<file path="config.mk">
export PLATFORM = sky130hd
export DESIGN_NAME = bullet_pool
export DESIGN_NICKNAME = d
export VERILOG_FILES = /design/src/rtl/tank_pkg.sv /design/src/rtl/bullet_slot.sv /design/src/rtl/bullet_pool.sv
export SDC_FILE = /design/constraint.sdc
export NUM_CORES = 1
export LEC_CHECK = 0
export ABC_CLOCK_PERIOD_IN_PS = 3900
export CORE_MARGIN = 5
export CORE_UTILIZATION = 46
export DETAILED_ROUTE_END_ITERATION = 16
export PLACE_DENSITY = 0.66
export SETUP_SLACK_MARGIN = 0.05
export SYNTH_ARGS = -nofsm -noshare
export SYNTH_HDL_FRONTEND = slang
export SYNTH_SLANG_ARGS = --single-unit
</file>
<file path="constraint.sdc">
create_clock -name CLK -period 3.9 [get_ports CLK]
set_input_delay 0.78 -clock CLK [delete_from_list [all_inputs] [get_ports CLK]]
set_output_delay 0.78 -clock CLK [all_outputs]
set_load 0.02 [all_outputs]
</file>
<file path="src/rtl/tank_pkg.sv">
// Shared tank-game constants: fixed-point format, screen bounds and shot FSM states.
package tank_pkg;
  localparam int FRAC_BITS = 6;
  localparam int POS_W     = 16;
  localparam int PIX_W     = 10;
  localparam int VEL_W     = 8;
  localparam int SCREEN_W  = 640;
  localparam int SCREEN_H  = 480;

  typedef enum logic {READY = 1'b0, COOLING = 1'b1} shot_state_t;

  // -128 has no positive counterpart in 8 bits, so it clamps to +127.
  function automatic logic signed [VEL_W-1:0] sat_neg(input logic signed [VEL_W-1:0] v);
    return (v == 8'sh80) ? 8'sh7f : -v;
  endfunction
endpackage

</file>
<file path="src/rtl/bullet_slot.sv">
// One bullet: 10.6 position, signed velocity, lifetime timer, wall bounce and off-screen kill.
module bullet_slot
  import tank_pkg::*;
#(
  parameter int LIFETIME = 300
) (
  input  logic                    CLK,
  input  logic                    RESET,
  input  logic                    frame_tick,
  input  logic                    clear,
  input  logic                    spawn,
  input  logic [PIX_W-1:0]        spawn_x,
  input  logic [PIX_W-1:0]        spawn_y,
  input  logic signed [VEL_W-1:0] spawn_vx,
  input  logic signed [VEL_W-1:0] spawn_vy,
  input  logic [3:0]              wall_hit,
  output logic                    active,
  output logic [PIX_W-1:0]        bullet_x,
  output logic [PIX_W-1:0]        bullet_y
);
  localparam int TW = $clog2(LIFETIME + 1);
  localparam logic signed [17:0] X_MAX = 18'((SCREEN_W << FRAC_BITS) - 1);
  localparam logic signed [17:0] Y_MAX = 18'((SCREEN_H << FRAC_BITS) - 1);

  logic [POS_W-1:0]        pos_x, pos_y;
  logic signed [VEL_W-1:0] vx, vy, vx_eff, vy_eff;
  logic [TW-1:0]           timer, timer_dec;
  logic signed [17:0]      nx, ny;
  logic                    out_of_bounds;

  always_comb begin
    vx_eff        = (wall_hit[3] | wall_hit[2]) ? sat_neg(vx) : vx;
    vy_eff        = (wall_hit[1] | wall_hit[0]) ? sat_neg(vy) : vy;
    // Two extra bits so a step past either edge is visible as a sign or magnitude excursion.
    nx            = $signed({2'b00, pos_x}) + {{10{vx_eff[VEL_W-1]}}, vx_eff};
    ny            = $signed({2'b00, pos_y}) + {{10{vy_eff[VEL_W-1]}}, vy_eff};
    out_of_bounds = (nx < 18'sd0) || (nx > X_MAX) || (ny < 18'sd0) || (ny > Y_MAX);
    timer_dec     = timer - TW'(1);
  end

  always_ff @(posedge CLK or negedge RESET) begin
    if (!RESET) begin
      active <= 1'b0;
      pos_x  <= '0;
      pos_y  <= '0;
      vx     <= '0;
      vy     <= '0;
      timer  <= '0;
    end else if (clear) begin
      active <= 1'b0;
    end else if (frame_tick) begin
      if (spawn) begin
        active <= 1'b1;
        pos_x  <= {spawn_x, {FRAC_BITS{1'b0}}};
        pos_y  <= {spawn_y, {FRAC_BITS{1'b0}}};
        vx     <= spawn_vx;
        vy     <= spawn_vy;
        timer  <= TW'(LIFETIME);
      end else if (active) begin
        // Bounced velocity is kept so the bullet continues in the reflected direction.
        vx    <= vx_eff;
        vy    <= vy_eff;
        pos_x <= nx[POS_W-1:0];
        pos_y <= ny[POS_W-1:0];
        timer <= timer_dec;
        if (timer_dec == '0 || out_of_bounds) active <= 1'b0;
      end
    end
  end

  assign bullet_x = pos_x[POS_W-1:FRAC_BITS];
  assign bullet_y = pos_y[POS_W-1:FRAC_BITS];
endmodule

</file>
<file path="src/rtl/bullet_pool.sv">
// Bullet pool: lowest-free-slot allocation, shot cooldown FSM, round clear and slot array.
module bullet_pool
  import tank_pkg::*;
#(
  parameter int NUM_BULLETS = 3,
  parameter int LIFETIME    = 300,
  parameter int COOLDOWN    = 35
) (
  input  logic                          CLK,
  input  logic                          RESET,
  input  logic                          frame_tick,
  input  logic                          clear,
  input  logic                          fire,
  input  logic [PIX_W-1:0]              tank_x,
  input  logic [PIX_W-1:0]              tank_y,
  input  logic signed [VEL_W-1:0]       sin,
  input  logic signed [VEL_W-1:0]       cos,
  input  logic [NUM_BULLETS*4-1:0]      wall_hit,
  output logic [NUM_BULLETS*PIX_W-1:0]  bullet_x,
  output logic [NUM_BULLETS*PIX_W-1:0]  bullet_y,
  output logic [NUM_BULLETS-1:0]        active,
  output logic                          fire_ack,
  output logic [3:0]                    active_count
);
  localparam int CW = $clog2(COOLDOWN + 2);

  shot_state_t             state;
  logic [CW-1:0]           cooldown;
  logic [NUM_BULLETS-1:0]  free_onehot, spawn;
  logic                    accept;

  always_comb begin
    free_onehot = '0;
    // Scan downward so the lowest inactive index wins.
    for (int i = NUM_BULLETS - 1; i >= 0; i--) begin
      if (!active[i]) begin
        free_onehot    = '0;
        free_onehot[i] = 1'b1;
      end
    end
    accept = frame_tick && !clear && fire && (state == READY) && (free_onehot != '0);
    spawn  = accept ? free_onehot : '0;
  end

  always_comb begin
    active_count = '0;
    for (int i = 0; i < NUM_BULLETS; i++) active_count = active_count + 4'(active[i]);
  end

  always_ff @(posedge CLK or negedge RESET) begin
    if (!RESET) begin
      state    <= READY;
      cooldown <= '0;
      fire_ack <= 1'b0;
    end else if (clear) begin
      state    <= READY;
      cooldown <= '0;
      fire_ack <= 1'b0;
    end else begin
      fire_ack <= accept;
      if (accept) begin
        cooldown <= CW'(COOLDOWN);
        state    <= (COOLDOWN == 0) ? READY : COOLING;
      end else if (frame_tick && state == COOLING) begin
        cooldown <= cooldown - CW'(1);
        if (cooldown <= CW'(1)) state <= READY;
      end
    end
  end

  generate
    for (genvar gi = 0; gi < NUM_BULLETS; gi++) begin : g_slot
      bullet_slot #(.LIFETIME(LIFETIME)) u_slot (
        .CLK        (CLK),
        .RESET      (RESET),
        .frame_tick (frame_tick),
        .clear      (clear),
        .spawn      (spawn[gi]),
        .spawn_x    (tank_x),
        .spawn_y    (tank_y),
        .spawn_vx   (cos),
        .spawn_vy   (sin),
        .wall_hit   (wall_hit[gi*4 +: 4]),
        .active     (active[gi]),
        .bullet_x   (bullet_x[gi*PIX_W +: PIX_W]),
        .bullet_y   (bullet_y[gi*PIX_W +: PIX_W])
      );
    end
  endgenerate
endmodule

</file>
After elaboration in Yosys (flattened, before gate mapping)
Cells that the tools add are included.
{"block": "op_classes", "add_sub_neg": 18, "order_cmp": 13, "n_eq_ne": 6, "muxes": 69, "n_bitwise": 8, "reduce_logical": 32}
{"cell": "2-to-1 mux 16 bit", "n": 12}
{"cell": "2-to-1 mux 8 bit", "n": 24}
{"cell": "adder 17 x 8 -> 18 bit", "n": 6}
{"cell": "< comparator 18 x 1 -> 1 bit (second input constant)", "n": 6}
{"cell": "> comparator 18 x 16 -> 1 bit (second input constant)", "n": 3}
{"cell": "> comparator 18 x 17 -> 1 bit (second input constant)", "n": 3}
{"cell": "2-to-1 mux 9 bit", "n": 6}
{"cell": "equality test 8 bit (second input constant)", "n": 6}
{"cell": "negation 8 bit", "n": 6}
{"cell": "logical NOT 9 bit", "n": 3}
{"cell": "subtractor 9 x 1 -> 9 bit (second input constant)", "n": 3}
{"cell": "2-to-1 mux 1 bit", "n": 20}
{"cell": "2-to-1 mux 6 bit", "n": 3}
{"cell": "logical OR 1 bit", "n": 12}
{"cell": "2-to-1 mux 3 bit", "n": 4}
{"cell": "AND reduction 3 bit", "n": 3}
{"cell": "nonzero test 3 bit", "n": 3}
{"cell": "nonzero test 2 bit", "n": 4}
{"cell": "less-or-equal comparator 6 x 1 -> 1 bit (second input constant)", "n": 1}
{"cell": "bitwise OR 1 bit", "n": 6}
{"cell": "subtractor 6 x 1 -> 6 bit (second input constant)", "n": 1}
{"cell": "logical AND 1 bit", "n": 5}
{"cell": "adder 2 x 1 -> 3 bit", "n": 1}
{"cell": "adder 1 x 1 -> 2 bit", "n": 1}
{"cell": "other kinds (3)", "n": 4}
{"block": "totals", "ff_bits": 182, "out_inout_bits": 68}

Depth between registers and ports, before layout
Gate-level depths: netlist of the first run.
{"block": "depth", "word_depth": 14, "mapped_depth": 18}

Cells and area by module
A second synthesis of the first run with hierarchy kept.
{"block": "unflattened", "hier_cells": 1725, "area_unflattened_um2": 14666.6}
{"module": "bullet_slot (g_slot[1].u_slot)", "n_inst": 1, "cells_per_inst": 584, "area_each_um2": 4844.6}
{"module": "bullet_slot (g_slot[0].u_slot)", "n_inst": 1, "cells_per_inst": 549, "area_each_um2": 4678.2}
{"module": "bullet_slot (g_slot[2].u_slot)", "n_inst": 1, "cells_per_inst": 542, "area_each_um2": 4657.0}
{"module": "bullet_pool", "n_inst": 1, "cells_per_inst": 50, "area_each_um2": 486.7}

Worst setup path after synthesis of the first run
No wires, ideal clock.
{"block": "synth_path", "path_kind": "input-to-reg", "from": "input wall_hit[4]", "to": "register g_slot[1].u_slot.active", "setup_ps": 94, "arrival_ps": 4083, "required_ps": 3806, "slack_ps": -276, "stages": 16, "n_path_buf": 1, "path_cell_list": "nor2_1 > or4b_2 > clkbuf_1 > nand2_1 > ha_1 > inv_1 > fa_1 > nor2b_1 > o31ai_1 > a21oi_1 > o2111ai_1 > a31oi_1 > a31o_2 > a21oi_1 > a2111o_1 > a221oi_2"}
{"block": "synth_between", "elab_chain_len": 12, "elab_cells_between_ends": 13}
{"item": "from (decl)", "line": "bullet_pool.sv:18", "text": "input logic [NUM_BULLETS*4-1:0] wall_hit,"}
{"item": "bitwise OR 1 bit (*)", "line": "bullet_slot.sv:33", "text": "vy_eff = (wall_hit[1] | wall_hit[0]) ? sat_neg(vy) : vy;"}
{"item": "2-to-1 mux 8 bit (*)", "line": "bullet_slot.sv:33"}
{"item": "adder 17 x 8 -> 18 bit (*)", "line": "bullet_slot.sv:36", "text": "ny = $signed({2'b00, pos_y}) + {{10{vy_eff[VEL_W-1]}}, vy_eff};"}
{"item": "< comparator 18 x 1 -> 1 bit", "line": "bullet_slot.sv:37", "text": "out_of_bounds = (nx < 18'sd0) || (nx > X_MAX) || (ny < 18'sd0) || (ny > Y_MAX);"}
{"item": "logical OR 1 bit", "line": "bullet_slot.sv:37"}
{"item": "logical OR 1 bit (*)", "line": "bullet_slot.sv:37"}
{"item": "logical OR 1 bit (*)", "line": "bullet_slot.sv:66", "text": "if (timer_dec == '0 || out_of_bounds) active <= 1'b0;"}
{"item": "2-to-1 mux 1 bit (*)", "line": "bullet_slot.sv:66"}
{"item": "2-to-1 mux 1 bit (*)", "line": "bullet_slot.sv:59", "text": "end else if (active) begin"}
{"item": "2-to-1 mux 1 bit (*)", "line": "bullet_slot.sv:52", "text": "if (spawn) begin"}
{"item": "2-to-1 mux 1 bit (*)", "line": "bullet_slot.sv:51", "text": "end else if (frame_tick) begin"}
{"item": "2-to-1 mux 1 bit (*)", "line": "bullet_slot.sv:49", "text": "end else if (clear) begin"}
{"item": "to (signal assigned)", "line": "bullet_slot.sv:50", "text": "active <= 1'b0;"}
{"item": "to (signal assigned)", "line": "bullet_slot.sv:53", "text": "active <= 1'b1;"}
{"item": "to (signal assigned)", "line": "bullet_slot.sv:66"}
{"item": "to (decl)", "line": "bullet_slot.sv:17", "text": "output logic active,"}
Mark *: on every way between the ends. The rest lies on a longest branch, timed or not. The select of a mux whose other input is x is not followed.
A chain may end at the register's enable or synchronous reset.

Final worst setup path of the first run
{"block": "layout_path", "from": "register g_slot[2].u_slot.vx[5]", "to": "register g_slot[2].u_slot.active"}
{"block": "layout_between", "elab_chain_len": 14, "elab_cells_between_ends": 16}
{"item": "from (decl)", "line": "bullet_slot.sv:26", "text": "logic signed [VEL_W-1:0] vx, vy, vx_eff, vy_eff;"}
{"item": "from (signal assigned)", "line": "bullet_slot.sv:56", "text": "vx <= spawn_vx;"}
{"item": "from (signal assigned)", "line": "bullet_slot.sv:61", "text": "vx <= vx_eff;"}
{"item": "negation 8 bit / equality test 8 bit (equally long branches)", "line": "tank_pkg.sv:14", "text": "return (v == 8'sh80) ? 8'sh7f : -v;"}
{"item": "2-to-1 mux 8 bit", "line": "tank_pkg.sv:14"}
{"item": "2-to-1 mux 8 bit (*)", "line": "bullet_slot.sv:32", "text": "vx_eff = (wall_hit[3] | wall_hit[2]) ? sat_neg(vx) : vx;"}
{"item": "adder 17 x 8 -> 18 bit (*)", "line": "bullet_slot.sv:35", "text": "nx = $signed({2'b00, pos_x}) + {{10{vx_eff[VEL_W-1]}}, vx_eff};"}
{"item": "< comparator 18 x 1 -> 1 bit / > comparator 18 x 17 -> 1 bit (equally long branches)", "line": "bullet_slot.sv:37"}
{"item": "logical OR 1 bit (*) (3 in a row)", "line": "bullet_slot.sv:37"}
{"item": "logical OR 1 bit (*)", "line": "bullet_slot.sv:66"}
{"item": "2-to-1 mux 1 bit (*)", "line": "bullet_slot.sv:66"}
{"item": "2-to-1 mux 1 bit (*)", "line": "bullet_slot.sv:59"}
{"item": "2-to-1 mux 1 bit (*)", "line": "bullet_slot.sv:52"}
{"item": "2-to-1 mux 1 bit (*)", "line": "bullet_slot.sv:51"}
{"item": "2-to-1 mux 1 bit (*)", "line": "bullet_slot.sv:49"}
{"item": "to (signal assigned)", "line": "bullet_slot.sv:50"}
{"item": "to (signal assigned)", "line": "bullet_slot.sv:53"}
{"item": "to (signal assigned)", "line": "bullet_slot.sv:66"}
{"item": "to (decl)", "line": "bullet_slot.sv:17"}
Marked as above.

==> results of run 1 <==
## logic make-up (layout without fill, tap and decap cells)
family | after synthesis | in the layout | synth area share
AOI/OAI and AO/OA | 556 | 556 | 0.234
buffers and inverters | 195 | 511 | 0.0677
xor gates and xnor gates | 105 | 105 | 0.0630
muxes | 39 | 39 | 0.0268
adders and majority gates | 125 | 125 | 0.111
DFF | 182 | 182 | 0.312
and+or+nand+nor | 595 | 595 | 0.185
other | 1 | 2 | 0.000257
## sequential cells by signal, summed over array words and instances (netlist names)
| name | count |
|---|---|
| cooldown | 6 |
| fire_ack | 1 |
| g_slot.u_slot.active | 3 |
| g_slot.u_slot.pos_x | 48 |
| g_slot.u_slot.pos_y | 48 |
| g_slot.u_slot.timer | 27 |
| g_slot.u_slot.vx | 24 |
| g_slot.u_slot.vy | 24 |
| state | 1 |
## metal layers
layer / vias up / routed length [um] / part of all wire
met2: 448 / 22800 / 0.48
met1: 7044 / 20900 / 0.44
met4: 0 / 1520 / 0.032
met5: - / 0 / 0
li1: 6988 / - / -
met3: 95 / 2350 / 0.049
## worst register-to-register path: cells and delay by family (launching register included)
family | cells | cell delay, ns
fa+ha+maj | 1 | 0.29
flops | 1 | 0.42
simple gates | 4 | 1.12
xor+xnor | 1 | 0.11
buf+inv | 1 | 0.15
compound gates | 8 | 1.60
## cell usage in the layout, fill, tap and decap left out, drive strengths merged, types with 7 or more instances in the layout
cell	n
nor2b	10
nor3	44
o22ai	7
nor2	189
o31ai	16
xor2	45
dfrtp	182
clkdlybuf4s50	113
mux2i	39
nand2b	18
clkinv	7
a21oi	184
ha	118
buf	296
o2111ai	8
o22a	7
o21a	20
nand2	206
and2	11
fa	7
or2	12
xnor2	60
a211oi	24
o21bai	9
inv	69
nand3	42
and3	8
o211ai	18
a21o	26
or3	15
a31oi	30
o21ai	154
nor4	7
clkbuf	20
## Yosys cell counts (20+ instances only)
library cell  instances  share of area
o21a_1               20          0.010
nand2_1             206          0.053
a31oi_1              30          0.013
xnor2_1              60          0.036
nor2_1              189          0.049
ha_1                118           0.10
buf_4                65          0.033
a21o_1               26          0.013
nor3_1               44          0.015
clkbuf_1             57          0.015
a211oi_1             24          0.012
inv_1                65          0.017
xor2_1               45          0.027
nand3_1              42          0.014
mux2i_1              39          0.027
a21oi_1             184          0.063
dfrtp_1             182           0.31
o21ai_0             145          0.050
## layout make-up
type,count,area [sq um]
clock buffer,19,453
clock inverter,13,96.3
fill,2683,12300
inverter,65,244
multi-input combinational,1422,9880
sequential,182,4560
tap,402,503
timing repair buffer,414,3450
## power by group through the flow
stage	sequential [mW]	clock (mW)	combinational, mW
final	3.03	1.69	9.66
after global routing	3.09	1.79	10.6
after CTS	2.95	1.72	8.88
after detailed placement	2.97	0	8.66
after global placement	2.96	0	8.50
after floorplan	2.78	0	5.45
## per-stage QoR
step / total power [mW] / worst slack, ns / std cells / setup TNS (ns)
6_report: 14.4 / 0.120 / 2517 / 0
5_1_grt: 15.5 / -0.0263 / 2517 / -0.0692
4_1_cts: 13.5 / 0.0480 / 2500 / 0
3_5_place_dp: 11.6 / -0.601 / 2463 / -6.39
3_3_place_gp: 11.5 / -0.698 / 2463 / -5.26
2_1_floorplan: 8.23 / 0.0469 / 1799 / 0
## worst paths after layout
| check | endpoint | from | slack (ns) | depth (start not counted) |
|---|---|---|---|---|
| max | g_slot[2].u_slot.active$_DFFE_PN0P_ | g_slot[2].u_slot.vx[5]$_DFFE_PN0P_ | 0.12 | 15 |
| min | g_slot[0].u_slot.timer[4]$_DFFE_PN0P_ | RESET | 0.39 | 1 |
| max reg2reg | g_slot[2].u_slot.active$_DFFE_PN0P_ | g_slot[2].u_slot.vx[5]$_DFFE_PN0P_ | 0.12 | 15 |
| min reg2reg | g_slot[2].u_slot.timer[8]$_DFFE_PN0P_ | g_slot[2].u_slot.timer[8]$_DFFE_PN0P_ | 0.50 | 1 |
| max in group asynchronous | g_slot[2].u_slot.vx[4]$_DFFE_PN0P_ | RESET | 2.72 | 2 |
| min in group CLK | g_slot[2].u_slot.timer[8]$_DFFE_PN0P_ | g_slot[2].u_slot.timer[8]$_DFFE_PN0P_ | 0.50 | 1 |
## timing repair
| item | in CTS | in global routing |
|---|---|---|
| setup endpoints to repair | 4 | 16 |
| setup buffers | 5 | 17 |
| resized for setup | 29 | 139 |
| gates cloned | 0 | 0 |
| pin swaps | 12 | 76 |
==> metrics.md, run 1 <==
| Metric | Value |
|---|---|
| Vias | around 15k |
| Die height | between 150 and 200 um |
| Final hold slack | between 0.3 and 0.4 ns |
| Largest fanout on the critical path | 5 |
| Fin crit period | 3.78 ns |
| Unrepaired setup endpoints after global routing | true |
| Worst-path cell chain | nor4_4, nand2_1, or4b_4, buf_6, nand2_1, ha_1, o211ai_1, a21oi_4, o221a_4, o41ai_4, o21bai_1, a21oi_1, xnor2_1, o21ba_1, o31ai_2 |
| Pwr dens | roughly 750 nW/um^2 |
| IO Port Bufs | between 100 and 150 |
| DR iter-0 viols | a little over 1k |
| Initial Utilization | 0.464 |
| Clock tree buffer depth | 2 |
| Vias per std cell | 5.79 |
| DRC Markers | 0 |
| Global-route wire length before repair | between 70 and 80 mm |
| Critical Path Slowest Stage Cell | or4b_4 |
| H-Tree Level Count | 4 |
| CTS tree | done |
| Critical path buffers and inverters | 1 |
| Dpl cell area | about 18000 sq um |
| Design area | 19200 sq um |
| Initial antenna violation count | 1 |
| Worst Setup Start Kind | flop |
| Met1 Track Usage GR | 0.341 |
| Clk pwr share | 0.118 |
| Avg Cell Area, Syn | about 8 sq um |
| Total die area | 35400 sq um |
| CP Data Required Time | ~4.3 ns |
| GPL Wtd Cong | 0.942 |
| Max Fclk | about 260 MHz |
| Register area share after synthesis | 0.312 |
| EDFF count, synth | 0 |
| VDD IR max | around 0.56 mV |
| Skew final | approximately 0.0092 ns |
| P_sw | 6.23 mW |
| Max incr delay on CP | 0.59 ns |
| Comb pwr share | 0.672 |
| Boundary Pins | between 100 and 150 |
| Area grow syn2layout | 31.4% |
| Headroom to the max-slew limit | 0.452 |
| Hold Buf Count CTS | 0 |
| Flop pwr share | 0.211 |
| Total Wirelength | around 48 mm |
| Final HPWL DP | between 30 and 40 mm |
| Vias in the first global route | 13.9k |
| Post-DRT Antenna Nets | 0 |
| Top_reg_cell synth | dfrtp_1 |
| Layout cells sized above 1 | 0.230 |
| Int Pwr | between 8 and 9 mW |
| Crit-path most repeated cell | nand2_1 |
| Async set or reset register ratio after synthesis | 1.00 |
| Reported max-cap violation count | 0 |
| CTS clk-pin slew, worst paths | around 0.070 ns |
| GR Util met2 | 0.434 |
| GRT Overall Usage | 0.258 |
| Die X | between 150 and 200 um |
| # rows | 65 |
| #FFs+latches synth | roughly 180 |
| Final setup violation count | 0 |
| # diodes | 0 |
| HP Class | in2async |
| Tightest Pin Transition | between 0.8 and 0.9 ns |
| Count of cell types in the netlist | 77 |
| Max Slew Vio Count | 0 |
| CTS Buf Count | 17 |
| Drt pass-1 iters | 6 |
| Clk sinks | between 150 and 200 |
| Clock Tree Root | clkbuf_16 |
| Wire per inst | around 19 um |
| CP endpoint kind | flop |
| Core area | 31500 sq um |
| Status | finished, final reports clean |
| Fin nets | approximately 2.3k |
| Largest net degree at the start of global routing | 92 |
| Met3 Use GR | 0.0382 |
| Synthesized area | approximately 15000 sq um |
| Total gr overflow | 0 |
| Top Usage Layer GRT | met2 |
| WP data arrival | just over 4 ns |
| Syn Inst Count | roughly 1.8k |
| Period utilization | 0.969 |
| Sw Ratio | 0.433 |
| Pleak | about 9 nW |
| Worst-skew pair later-pin latency | between 0.4 and 0.5 ns |
| Final Hold Vio Count | 0 |
| Crit path max-delay family | compound AO/OA/AOI/OAI gates |
| Synth Warn # | 0 |
| Crit path kind | reg2reg |
| Final Util | 0.609 |
(Power assumes the default switching activity.)
==> inputs of run 2 (changes only) <==
Settings changed: ABC_AREA set to 1.
==> run 2 against run 1 <==
- register-to-register slack improved by 0.33 ns
- sequential power decreased by 4%
- fmax rose by 8.2%
- clock-buffer cell count did not move
- worst hold slack worse by 0.029 ns
- first-iteration DRC count down 8.6%
- design area shrank 6.5%
- global-route usage rose by 0.59 points
- largest power group unchanged
==> metrics.md, run 2 <==
| Metric | Value |
|---|---|
| HP Class | in2async (unchanged) |
| Final Non-Filler Cells | 2919 (was 2517) |
| CTS tree | done (unchanged) |
| Total gr overflow | 0 (unchanged) |
| Final setup violation count | 0 (unchanged) |
| Headroom to the max-slew limit | 0.432 (was 0.452) |
| Leading area contributor after synthesis | dfrtp_1 (unchanged) |
| Post-CTS Setup Bufs | 0 (was 5) |
| Core area | 34300 sq um (was 31500 sq um) |
| Global-route wire length before repair | 80.7 mm (was 73.8 mm) |
| CTS clk-pin slew, worst paths | 0.08 ns (was 0.07 ns) |
| Tightest Pin Transition | 0.847 ns (was 0.822 ns) |
| Final HPWL DP | 38.9 mm (was 34.6 mm) |
| Reported max-cap violation count | 0 (unchanged) |
| Status | finished, final reports clean (unchanged) |
| Vias per std cell | 5.43 (was 5.79) |
| Synth Warn # | 0 (unchanged) |
| Max Fclk | 286 MHz (was 265 MHz) |
| Die height | 196 um (was 188 um) |
| CP endpoint kind | flop (unchanged) |
| Most frequent cell after synthesis | nand2_1 (unchanged) |
| Tot Pwr | 13.5 mW (was 14.4 mW) |
| Total Wirelength | 50.7 mm (was 47.6 mm) |
| GPL Wtd Cong | 0.940 (was 0.942) |
| Final Util | 0.523 (was 0.609) |
| Mux share of post-synthesis cell area | 0.00126 (was 0.0268) |
| Vias in the first global route | 15.2k (was 13.9k) |
| GRT Overall Usage | 0.264 (was 0.258) |
| #FFs+latches synth | 182 (unchanged) |
| Top-area cell type share of the netlist area | 0.288 (was 0.312) |
| Period utilization | 0.895 (was 0.969) |
| Initial Utilization | 0.462 (was 0.464) |
| VDD IR max | 0.430 mV (was 0.555 mV) |
| Clk pwr share | 0.125 (was 0.118) |
| Crit path kind | in2reg (was reg2reg) |
| Adder-Cell Fraction of Synth Area | 0.102 (was 0.111) |
| Worst-skew pair later-pin latency | 0.46 ns (was 0.45 ns) |
| Skew final | 0.0143 ns (was 0.00921 ns) |
| Simple-gate share of the synthesized area | 0.290 (was 0.185) |
| Critical Path Slowest Stage Cell | clkdlybuf4s50_1 (was or4b_4) |
| Clk sinks | 182 (unchanged) |
| Crit-path most repeated cell | nand2_1 (unchanged) |
| Max incr delay on CP | 0.40 ns (was 0.59 ns) |
| Largest cells by area after synthesis | dfrtp_1 29%, nand2_1 15%, ha_1 9.3% (was dfrtp_1 31%, ha_1 10%, a21oi_1 6.3%) |
| IO Port Bufs | 118 (unchanged) |
| DR iter-0 viols | 929 (was 1016) |
| Pwr dens | 754 nW/um^2 (was 750 nW/um^2) |
| Final hold slack | 0.362 ns (was 0.392 ns) |
| Post-DRT Antenna Nets | 0 (unchanged) |
| Largest family of logic cells by synthesized area | simple AND/OR/NAND/NOR gates (was compound AO/OA/AOI/OAI gates) |
| Comb pwr share | 0.660 (was 0.672) |
| Largest net degree at the start of global routing | 88 (was 92) |
| Regs by FF count | g_slot.u_slot.pos_x: 48 flops, g_slot.u_slot.pos_y: 48 flops, g_slot.u_slot.timer: 27 flops (unchanged) |
| Commonest non-fill, non-tap cell in the layout | nand2_1 (was buf_4) |
| Unrepaired setup endpoints after global routing | false (was true) |
| Xor and xnor area share after synthesis | 0.0382 (was 0.0630) |
| Async set or reset register ratio after synthesis | 1.00 (unchanged) |
| # placed instances | 2888 (was 2463) |
| Layout cells sized above 1 | 0.0499 (was 0.230) |
| Worst Setup Start Kind | primary input (was flop) |
| EDFF count, synth | 0 (unchanged) |
| DRC Markers | 0 (unchanged) |
| H-Tree Level Count | 4 (unchanged) |
| Compound-Gate Fraction of Synth Area | 0.164 (was 0.234) |
| Final worst setup slack | 0.408 ns (was 0.120 ns) |
| Dpl ws | -0.0505 ns (was -0.601 ns) |
| # diodes | 0 (unchanged) |
| Boundary Pins | 121 (unchanged) |
| Worst-path cell chain | clkdlybuf4s50_1, nor2_1, inv_1, nand3_1, nor2_1, inv_1, buf_4, nand3_1, inv_1, buf_4, ha_1, a21oi_1, o21ai_0, a21oi_1, nand2_1, nand3_1, nand2_1, nand2_1, inv_1, nand2_1, nand2_1, nand2_1, nand2_1 (was nor4_4, nand2_1, or4b_4, buf_6, nand2_1, ha_1, o211ai_1, a21oi_4, o221a_4, o41ai_4, o21bai_1, a21oi_1, xnor2_1, o21ba_1, o31ai_2) |
| Flop pwr share | 0.215 (was 0.211) |
| Int Pwr | 6.70 mW (was 8.15 mW) |
| Synthesized area | 15800 sq um (was 14600 sq um) |
| Drt pass-1 iters | 7 (was 6) |
| Pleak | 9.35 nW (was 9.04 nW) |
| Initial antenna violation count | 2 (was 1) |
| # rows | 68 (was 65) |
| Fin crit period | 3.49 ns (was 3.78 ns) |
| P_sw | 6.82 mW (was 6.23 mW) |
| Die X | 196 um (was 188 um) |
| Top_reg_cell synth | dfrtp_1 (unchanged) |
| Filler cells | 3442 (was 2683) |
| Clock tree buffer depth | 2 (unchanged) |
| Design area | 17900 sq um (was 19200 sq um) |
| Largest fanout on the critical path | 8 (was 5) |
| WP data arrival | 3.85 ns (was 4.14 ns) |
| Count of cell types in the netlist | 50 (was 77) |
| Fin nets | 2630 (was 2280) |
| Clock Tree Root | clkbuf_16 (unchanged) |
| Vias | 15.9k (was 14.6k) |
| Wire per inst | 17.4 um (was 18.9 um) |
| Synth cell count leaders | 641 x nand2_1, 289 x inv_1, 256 x nor2_1 (was 206 x nand2_1, 189 x nor2_1, 184 x a21oi_1) |
| Max Slew Vio Count | 0 (unchanged) |
| Setup TNS | 0 ns (unchanged) |
| Syn Inst Count | 2374 (was 1798) |
| Avg Cell Area, Syn | 6.67 sq um (was 8.11 sq um) |
| Sw Ratio | 0.504 (was 0.433) |
| Final Hold Vio Count | 0 (unchanged) |
| Dpl cell area | 17400 sq um (was 17700 sq um) |
| Area grow syn2layout | 13.2% (was 31.4%) |
| CTS Buf Count | 17 (unchanged) |
| CP Data Required Time | 4.26 ns (about the same) |
| Total die area | 38200 sq um (was 35400 sq um) |
| Register area share after synthesis | 0.288 (was 0.312) |
| Most frequent cells in the layout | 640 x nand2_1, 289 x inv_1, 254 x nor2_1 (was 290 x buf_4, 196 x nand2_1, 182 x nor2_1) |
-- run 2: cell types whose count changed in the layout (fill, tap and decap cells not counted), sizes merged, moves of 23 or more --
cell	previous run	this run
nand2	206	642
buf	296	59
inv	69	300
nand3	42	144
nor2	189	259
a21oi	184	122
o22ai	7	60
o21ai	154	197
mux2i	39	2
xnor2	60	32
a211oi	24	0
nor3	44	21
-- run 2: kinds of logic after synthesis --
family	after synthesis
buf+inv	415
other cells	1
xor+xnor	69
compound gates	460
fa+ha+maj	125
mux	2
simple gates	1120
flops	182
-- run 2: final cells by class --
class,instances,area [sq um],area share
clock buffer,19,443,0.0247
clock inverter,12,93.8,0.00524
timing repair buffer,177,1700,0.0950
inverter,296,1110,0.0620
multi-input combinational,1778,9450,0.527
tap,455,569,0.0318
sequential,182,4550,0.254
-- run 2: path summary, 6_finish.rpt --
kind | endpoint | from | depth (start not counted) | slack, ns
min in group CLK | g_slot[0].u_slot.pos_x[3]$_DFFE_PN0P_ | g_slot[0].u_slot.pos_x[3]$_DFFE_PN0P_ | 2 | 0.50
hold reg to reg | g_slot[0].u_slot.pos_x[3]$_DFFE_PN0P_ | g_slot[0].u_slot.pos_x[3]$_DFFE_PN0P_ | 2 | 0.50
setup / recovery | g_slot[1].u_slot.active$_DFFE_PN0P_ | wall_hit[4] | 23 | 0.41
setup reg to reg | g_slot[1].u_slot.active$_DFFE_PN0P_ | g_slot[1].u_slot.vy[0]$_DFFE_PN0P_ | 24 | 0.45
hold / removal | g_slot[1].u_slot.pos_x[15]$_DFFE_PN0P_ | RESET | 1 | 0.36
max in group asynchronous | g_slot[2].u_slot.vx[5]$_DFFE_PN0P_ | RESET | 2 | 2.70
-- run 2: what timing repair did --
item	in CTS	in global routing
endpoints found under the setup margin	0	1
hold buffers	0	0
gates resized for setup	0	1
hold endpoints to repair	0	0
-- run 2: worst max-delay path: cells and delay by family --
family / cells / cell delay (ns)
buffers and inverters: 7 / 1.10
and+or+nand+nor: 12 / 1.07
AOI/OAI and AO/OA: 3 / 0.58
adders and majority gates: 1 / 0.30
-- run 2: routing by layer --
metal,GRT usage,part of all wire
met4,0.0931,0.035
met2,0.426,0.45
met5,0,0
met1,0.355,0.45
met3,0.0476,0.064
-- run 2: power groups by stage --
stage | clock network, mW | registers [mW] | logic [mW]
after floorplan | 0 | 2.74 | 6.74
after global placement | 0 | 2.92 | 8.74
after detailed placement | 0 | 2.93 | 8.82
after CTS | 1.73 | 2.90 | 8.88
after global routing | 1.81 | 2.96 | 10.1
final | 1.69 | 2.91 | 8.92
